===== src/rtl/chip7458_sweep_ctrl.sv =====
// Exhaustive functional sweep controller for a 7458 dual AND-OR-INVERT-free gate pair.
// Drives all 1024 input vectors, compares both outputs and records mismatch statistics.
module chip7458_sweep_ctrl #(
  parameter int unsigned SETTLE_CYCLES = 2
) (
  input  logic        clk,
  input  logic        rst_n,
  input  logic        start,
  input  logic        abort,
  output logic [9:0]  drv,
  input  logic        p1y,
  input  logic        p2y,
  output logic        busy,
  output logic        done,
  output logic        pass,
  output logic [10:0] err_count,
  output logic [9:0]  first_fail_vec,
  output logic        first_fail_valid
);

  typedef enum logic [2:0] {StIdle, StApply, StSettle, StCheck, StDone} state_e;

  localparam logic [3:0]  SettleLast = 4'(SETTLE_CYCLES - 1);
  localparam logic [10:0] ErrMax     = 11'd1024;

  state_e      state_q, state_d;
  logic [9:0]  vec_q, vec_d;
  logic [3:0]  settle_q, settle_d;
  logic [10:0] err_q, err_d;
  logic [9:0]  ffv_q, ffv_d;
  logic        ffvalid_q, ffvalid_d;
  logic        pass_q, pass_d;

  logic exp1, exp2, mismatch;

  assign exp1     = (&vec_q[2:0]) | (&vec_q[5:3]);
  assign exp2     = (&vec_q[7:6]) | (&vec_q[9:8]);
  assign mismatch = (p1y != exp1) | (p2y != exp2);

  always_comb begin
    state_d   = state_q;
    vec_d     = vec_q;
    settle_d  = settle_q;
    err_d     = err_q;
    ffv_d     = ffv_q;
    ffvalid_d = ffvalid_q;
    pass_d    = pass_q;
    unique case (state_q)
      StIdle: begin
        if (start) begin
          err_d     = '0;
          ffvalid_d = 1'b0;
          pass_d    = 1'b0;
          vec_d     = '0;
          state_d   = StApply;
        end
      end
      StApply: begin
        if (abort) begin
          pass_d  = 1'b0;
          state_d = StIdle;
        end else if (SETTLE_CYCLES == 0) begin
          state_d = StCheck;
        end else begin
          settle_d = '0;
          state_d  = StSettle;
        end
      end
      StSettle: begin
        if (abort) begin
          pass_d  = 1'b0;
          state_d = StIdle;
        end else if (settle_q == SettleLast) begin
          state_d = StCheck;
        end else begin
          settle_d = settle_q + 4'd1;
        end
      end
      StCheck: begin
        if (abort) begin
          // Vector in flight is discarded; statistics freeze at their current values.
          pass_d  = 1'b0;
          state_d = StIdle;
        end else begin
          if (mismatch) begin
            if (err_q != ErrMax) err_d = err_q + 11'd1;
            if (!ffvalid_q) begin
              ffv_d     = vec_q;
              ffvalid_d = 1'b1;
            end
          end
          if (vec_q == 10'd1023) begin
            pass_d  = (err_d == 11'd0);
            state_d = StDone;
          end else begin
            vec_d   = vec_q + 10'd1;
            state_d = StApply;
          end
        end
      end
      StDone:  state_d = StIdle;
      default: state_d = StIdle;
    endcase
  end

  always_ff @(posedge clk or negedge rst_n) begin
    if (!rst_n) begin
      state_q   <= StIdle;
      vec_q     <= '0;
      settle_q  <= '0;
      err_q     <= '0;
      ffv_q     <= '0;
      ffvalid_q <= 1'b0;
      pass_q    <= 1'b0;
    end else begin
      state_q   <= state_d;
      vec_q     <= vec_d;
      settle_q  <= settle_d;
      err_q     <= err_d;
      ffv_q     <= ffv_d;
      ffvalid_q <= ffvalid_d;
      pass_q    <= pass_d;
    end
  end

  assign busy             = (state_q == StApply) || (state_q == StSettle) || (state_q == StCheck);
  assign done             = (state_q == StDone);
  assign drv              = busy ? vec_q : 10'd0;
  assign pass             = pass_q;
  assign err_count        = err_q;
  assign first_fail_vec   = ffv_q;
  assign first_fail_valid = ffvalid_q;

endmodule


===== config.mk =====
export PLATFORM = sky130hd
export DESIGN_NAME = chip7458_sweep_ctrl
export DESIGN_NICKNAME = d
export VERILOG_FILES = /design/src/rtl/chip7458_sweep_ctrl.sv
export SDC_FILE = /design/constraint.sdc
export NUM_CORES = 1
export LEC_CHECK = 0
export BUFFER_PORTS_ARGS = -buffer_cell sky130_fd_sc_hd__buf_2
export CORE_UTILIZATION = 30
export CTS_CLUSTER_DIAMETER = 100
export DETAILED_ROUTE_END_ITERATION = 12
export SETUP_SLACK_MARGIN = 0.4
export SYNTH_ARGS = -nofsm -noshare
export SYNTH_HDL_FRONTEND = slang
export SYNTH_SLANG_ARGS = --single-unit

===== constraint.sdc =====
create_clock -name clk -period 3.5 [get_ports clk]
set_clock_uncertainty 0.1 [all_clocks]
set_input_delay 0.175 -clock clk [delete_from_list [all_inputs] [get_ports clk]]
set_output_delay 0.175 -clock clk [all_outputs]
set_load 0.005 [all_outputs]

==> flow_metrics.py, run 1 <==
metrics = {
    "run_status": {
        "status": "finished, final reports clean",
    },
    "critical_path": {
        "worstPathArrival_ps": 2750,
        "r2r_slack_ps": 820,
        "worstPathMaxFanout": 10,
        "worstSetupEndpoint": "first_fail_vec[8]",
        "worst_setup_path_end_kind": "flop",
        "startpoint": "vec_q[0]",
        "r2r_cells": 7,
        "crit_type": "flop to flop",
        "critPathLaunchType": "flop",
        "cpLargestDelayFamily": "simple AND/OR/NAND/NOR gates",
        "slowest_delay_ps": 560,
        "required_ps": 3580,
        "path_depth": 7,
        "critPathBufInv": 0,
        "reg2reg_to": "first_fail_vec[8]",
        "cp_cell_sequence": "ha_1, ha_1, a31oi_1, xnor2_1, nor2_1, or3_1, mux2_2",
        "critPathSlowestCell": "or3_1",
        "crit_path_frequent_cell": "ha_1",
        "reg2reg_from": "vec_q[0]",
    },
    "logic_synthesis": {
        "synthArstFlopShare_pct": 100.0,
        "syn_inst": 252,
        "ys_seq_area_share_pct": 42.83,
        "synth_top_family_by_area": "simple AND/OR/NAND/NOR gates",
        "synth_top_cell_by_area": "dfrtp_1",
        "synthMuxAreaShare_pct": 6.531,
        "yosys_warnings": 0,
        "synth_seq_cells": 40,
        "syn_area_sq_um": 2337,
        "yosys.cell_count.top_type": "dfrtp_1",
        "synthAdderAreaFrac_pct": 3.212,
        "synth-xor-area-share_pct": 4.497,
        "synth_compound_area_share_pct": 15.69,
        "synthDistinctLibCells": 46,
        "ys.flop_type": "dfrtp_1",
        "synth-simple-area-share_pct": 22.86,
        "synth_nets": 264,
        "synth_top_area_share_pct": 42.83,
        "synth_common_cells": "dfrtp_1, nor2_1, nand2_1",
        "synth_area_leaders": "dfrtp_1, mux2_2, o21ai_0",
        "syn_area_per_cell_sq_um": 9.275,
        "synth-edff-count": 0,
    },
    "die": {
        "initial_utilization_pct": 31.55,
        "die-width_um": 90.27,
        "std_cell_rows": 31,
        "die-area_sq_um": 8148,
        "core-area_sq_um": 7408,
        "pin_count": 41,
        "die_y_um": 90.27,
    },
    "cts": {
        "htree_levels": 2,
        "cts_setup_buffers": 0,
        "clk_path_buf_depth": 2,
        "root_buffer": "clkbuf_8",
        "clock_sinks": 40,
        "cts_tree": "yes",
        "clk_pin_slew_worst_paths_ps": 80,
        "clock_latency_ps": 290,
        "cts_made_buffers": 5,
    },
    "drt": {
        "post_drt_wl_per_cell_um": 14.08,
        "vias_per_cell": 5.122,
        "drc_errors": 0,
        "vias": 1977,
        "drt_iter0_markers": 159,
        "firstDrtPassIters": 4,
        "routed_wl_mm": 5.435,
        "drtAntennaViolNets": 0,
    },
    "sta": {
        "setup_slack_ps": 823.7,
        "fmax_mhz": 373.6,
        "holdWs_ps": 123.1,
        "relSlewSlack_pct": 39.69,
        "period_share_pct": 76.47,
        "rsz0062_at_grt": "no",
        "post-route-min-period_ps": 2676,
        "tns_ps": 0,
        "finalSetupViolations": 0,
        "finalHoldViolCount": 0,
        "tightest_slew_ps": 904.7,
        "maxSlewViolCount": 0,
    },
    "finish": {
        "diodes": 0,
        "area_delta_synth_final_pct": 14.83,
        "finalInstanceArea_sq_um": 2684,
        "drive_gt1_share_pct": 21.95,
        "final_nets": 299,
    },
    "grt": {
        "grt_usage_pct": 14.23,
        "grt_pass1_wl_mm": 9.349,
        "grt_pass1_vias": 1934,
        "grt_max_degree": 41,
        "grt-ovfl-total": 0,
        "antenna_found_initial": 0,
    },
    "power": {
        "ir_drop_mv": 0.1829,
        "p_leak_nw": 1.284,
        "p_total_mw": 1.195,
        "pwr_density_cell_nw_per_um2": 445.1,
    },
    "placed_design": {
        "gp_congestion": 0.8512,
        "port_buffers": 40,
        "dp_hpwl_mm": 3.893,
        "place_area_sq_um": 2596,
        "place_ws_ps": 836.9,
    },
    "run": {
        "maxCapViolations": 0,
    },
    "min_path": {
        "hold_path.class": "input port to flop",
    },
}
## repair_timing
action	4_1_cts	5_1_grt
gates resized for setup	0	0
endpoints found under the hold margin	40	0
hold buffers	1	0
## per-stage QoR
step / std cells / utilization, %
floorplan: 252 / -
global placement: 378 / 35.04
detailed placement: 378 / 35.04
CTS: 386 / 36.23
global route: 386 / 36.23
finish: 386 / 36.23
## layout make-up
type / instances / area [sq um]
Fill cell: 775 / 4725
Clock buffer: 6 / 72.57
Tap cell: 99 / 123.9
Timing Repair Buffer: 43 / 225.2
Multi-Input combinational cell: 191 / 1234
Clock inverter: 1 / 5.005
Sequential cell: 40 / 1001
Inverter: 6 / 22.52
## per-layer routing
metal / share of wire, % / track usage (%) / up-vias
li1: - / - / 967
met1: 46 / 18.16 / 947
met2: 48 / 23.73 / 56
met3: 4.5 / 2.609 / 7
met4: 1.9 / 5.780 / 0
met5: 0 / 0 / -
## where the power goes
part	total [mW]	switching [mW]	internal, mW	leakage, nW
Sequential	0.572	0.0671	0.505	0.552
Clock	0.295	0.159	0.136	0.0410
Combinational	0.328	0.197	0.131	0.691
Total	1.19	0.423	0.772	1.28
## worst min path at each step
stage	start	end	slack, ps	cells past startpoint
floorplan	rst_n	err_count[0]	-220	0
global placement	rst_n	err_count[0]	260	1
detailed placement	rst_n	err_count[0]	270	1
CTS	abort	settle_q[2]	120	3
global route	abort	settle_q[2]	160	3
finish	abort	settle_q[2]	120	3
## cell families (layout without fill, tap and decap cells)
kind of cell,after synthesis,in the layout
buffers and inverters,21,56
flip-flops,40,40
XOR/XNOR,12,12
multiplexers,14,14
adder cells (fa/ha/maj),6,6
AO/OA/AOI/OAI,56,56
AND/OR/NAND/NOR,103,103
## tightest hold or removal path: stages
cell     delay, ps
buf_2          130
nor4b_1         70
nor2_1         100
## registers in the layout, summed over array words and instances (netlist names)
signal	cells
pass	1
vec_q	10
first_fail_vec	10
state_q	3
settle_q	4
err_count	11
first_fail_valid	1
## cells in the final DEF, fill, tap and decap left out, drive strengths merged, types with 4 or more instances in the layout
cell	n
and3	6
and2	11
mux2i	4
xor2	4
a21oi	11
a31oi	4
clkbuf	6
or3	5
buf	42
nand3	7
inv	6
dfrtp	40
xnor2	8
nand4	8
nor3	7
o21ai	19
ha	6
nor2	25
mux2	10
nand2	23
No activity file was read; power rests on OpenSTA's default activity.
==> inputs of run 2 (changes only) <==
==> constraint.sdc (replaced) <==
create_clock -name clk -period 2.47 [get_ports clk]
set_clock_uncertainty 0.1 [all_clocks]
set_input_delay 0.1235 -clock clk [delete_from_list [all_inputs] [get_ports clk]]
set_output_delay 0.1235 -clock clk [all_outputs]
set_load 0.005 [all_outputs]
==> flow_metrics.py, run 2 (synthesis results as in run 1) <==
metrics = {
    "power": {
        "p_total_mw": 1.929,
        "comb_power_share_pct": 34.6,
        "p_leak_nw": 1.474,
        "ir_drop_mv": 0.2416,
        "p_sw_share_pct": 35.99,
        "p_seq_share_pct": 40.7,
        "cell_internal_pwr_mw": 1.235,
        "p_sw_mw": 0.6941,
        "pwr_density_cell_nw_per_um2": 611.7,
        "power_frac_clock_pct": 24.7,
    },
    "die": {
        "die-width_um": 90.27,
        "die-area_sq_um": 8148,
        "pin_count": 41,
        "std_cell_rows": 31,
        "core-area_sq_um": 7408,
        "initial_utilization_pct": 31.55,
        "die_y_um": 90.27,
    },
    "finish": {
        "largest_reg_flops": 11,
        "final_cells": 418,
        "final_nets": 330,
        "area_delta_synth_final_pct": 34.90,
        "mostFrequentLayoutCell": "buf_2",
        "nFillCells": 720,
        "final_cell_mix": "buf_2, dfrtp_1, nand2_1",
        "diodes": 0,
        "post-route-util_pct": 42.56,
        "drive_gt1_share_pct": 38.56,
    },
    "drt": {
        "vias": 2199,
        "post_drt_wl_per_cell_um": 16.05,
        "drc_errors": 0,
        "routed_wl_mm": 6.708,
        "vias_per_cell": 5.261,
        "drtAntennaViolNets": 0,
        "firstDrtPassIters": 4,
        "drt_iter0_markers": 189,
    },
    "sta": {
        "maxSlewViolCount": 0,
        "finalHoldViolCount": 0,
        "period_share_pct": 91.14,
        "holdWs_ps": 87.56,
        "relSlewSlack_pct": 38.05,
        "post-route-min-period_ps": 2251,
        "rsz0062_at_grt": "yes",
        "finalSetupViolations": 0,
        "fmax_mhz": 444.2,
        "tightest_slew_ps": 929.2,
    },
    "critical_path": {
        "required_ps": 2590,
        "worst_setup_path_end_kind": "flop",
        "slowest_delay_ps": 420,
        "r2r_cells": 9,
        "worstPathMaxFanout": 5,
        "worstPathArrival_ps": 2370,
        "critPathSlowestCell": "dfrtp_1",
        "crit_path_frequent_cell": "ha_4",
        "cp_cell_sequence": "ha_4, ha_4, a31oi_4, xnor2_4, or2_4, nand4_1, mux2i_1, a41oi_1, nor3_1",
        "crit_type": "flop to flop",
        "critPathLaunchType": "flop",
    },
    "placed_design": {
        "dp_hpwl_mm": 4.177,
        "port_buffers": 40,
        "place_inst": 392,
        "gp_congestion": 0.8794,
    },
    "grt": {
        "grt_usage_pct": 16.51,
        "antenna_found_initial": 0,
        "grt_pass1_wl_mm": 10.74,
        "grt-ovfl-total": 0,
        "grt_pass1_vias": 2150,
        "grt_max_degree": 41,
    },
    "cts": {
        "root_buffer": "clkbuf_8",
        "clk_pin_slew_worst_paths_ps": 90,
        "cts_made_buffers": 5,
        "cts_tree": "yes",
        "htree_levels": 2,
        "clock_latency_ps": 300,
        "clock_sinks": 40,
        "clk_path_buf_depth": 2,
    },
    "min_path": {
        "worstHoldPathCells": 3,
        "hold_path.class": "input port to flop",
    },
    "run_status": {
        "status": "finished, final reports clean",
    },
    "run": {
        "maxCapViolations": 0,
    },
}
-- run 2: cell count changes in the layout (fill, tap and decap cells not counted), sizes merged --
cell and delta:
clkinvlp +2, clkinv -1, or3 +1, buf +30
-- run 2: layout make-up --
cell class / instances / area [sq um] / share of cell area [%]
multi-input cells: 192 / 1418 / 44.96
inverters: 6 / 22.52 / 0.7143
clock inverters: 2 / 15.01 / 0.4762
clock buffers: 6 / 82.58 / 2.619
flip-flops and latches: 40 / 1003 / 31.83
repair buffers: 73 / 488.0 / 15.48
well taps: 99 / 123.9 / 3.929
-- run 2: routing by layer --
| metal | share of wire (%) | global-route usage (%) | routed length, um | up-vias |
|---|---|---|---|---|
| met1 | 45 | 21.94 | 2991 | 1085 |
| li1 | - | - | - | 1032 |
| met3 | 5.0 | 3.030 | 335 | 12 |
| met5 | 0 | 0 | 0 | - |
| met4 | 1.7 | 6.855 | 113 | 0 |
| met2 | 49 | 26.40 | 3267 | 70 |
-- run 2: what timing repair did --
item                                   in CTS  in global routing
resized for setup                          26                 29
buffers inserted                           11                  5
setup endpoints to repair                  23                 27
gates cloned                                1                  0
pin swaps                                  20                 19
endpoints found under the hold margin      40                  0
hold buffers                                1                  0
-- run 2: worst paths after layout --
kind | from | endpoint | slack (ps)
min in group asynchronous | rst_n | first_fail_vec[2] | 400
max in group asynchronous | rst_n | err_count[0] | 1230
min | abort | settle_q[2] | 90
min reg2reg | first_fail_vec[2] | first_fail_vec[2] | 410
max | vec_q[0] | pass | 220
max reg2reg | vec_q[0] | pass | 220
-- run 2: critical path, delay by kind of cell (launching register included) --
kind | cells | cell delay (ps)
multiplexers | 1 | 230
XOR/XNOR | 1 | 130
adder cells (fa/ha/maj) | 2 | 350
AND/OR/NAND/NOR | 3 | 630
flip-flops | 1 | 420
AO/OA/AOI/OAI | 2 | 330
-- run 2: metrics by stage --
| step | worst slack, ps | TNS [ps] | area [sq um] |
|---|---|---|---|
| after floorplan | 222.7 | 0 | 2364 |
| after global placement | 44.68 | 0 | 2711 |
| after detailed placement | -58.77 | -507.6 | 2711 |
| after CTS | 222.1 | 0 | 3034 |
| after global routing | 125.5 | 0 | 3153 |
| final | 218.9 | 0 | 3153 |
-- run 2: power by group through the flow --
stage	Combinational, mW	Sequential (mW)	Clock (mW)
floorplan	0.385	0.783	0
global placement	0.520	0.793	0
detailed placement	0.530	0.796	0
CTS	0.618	0.780	0.490
global route	0.734	0.795	0.524
finish	0.667	0.785	0.477
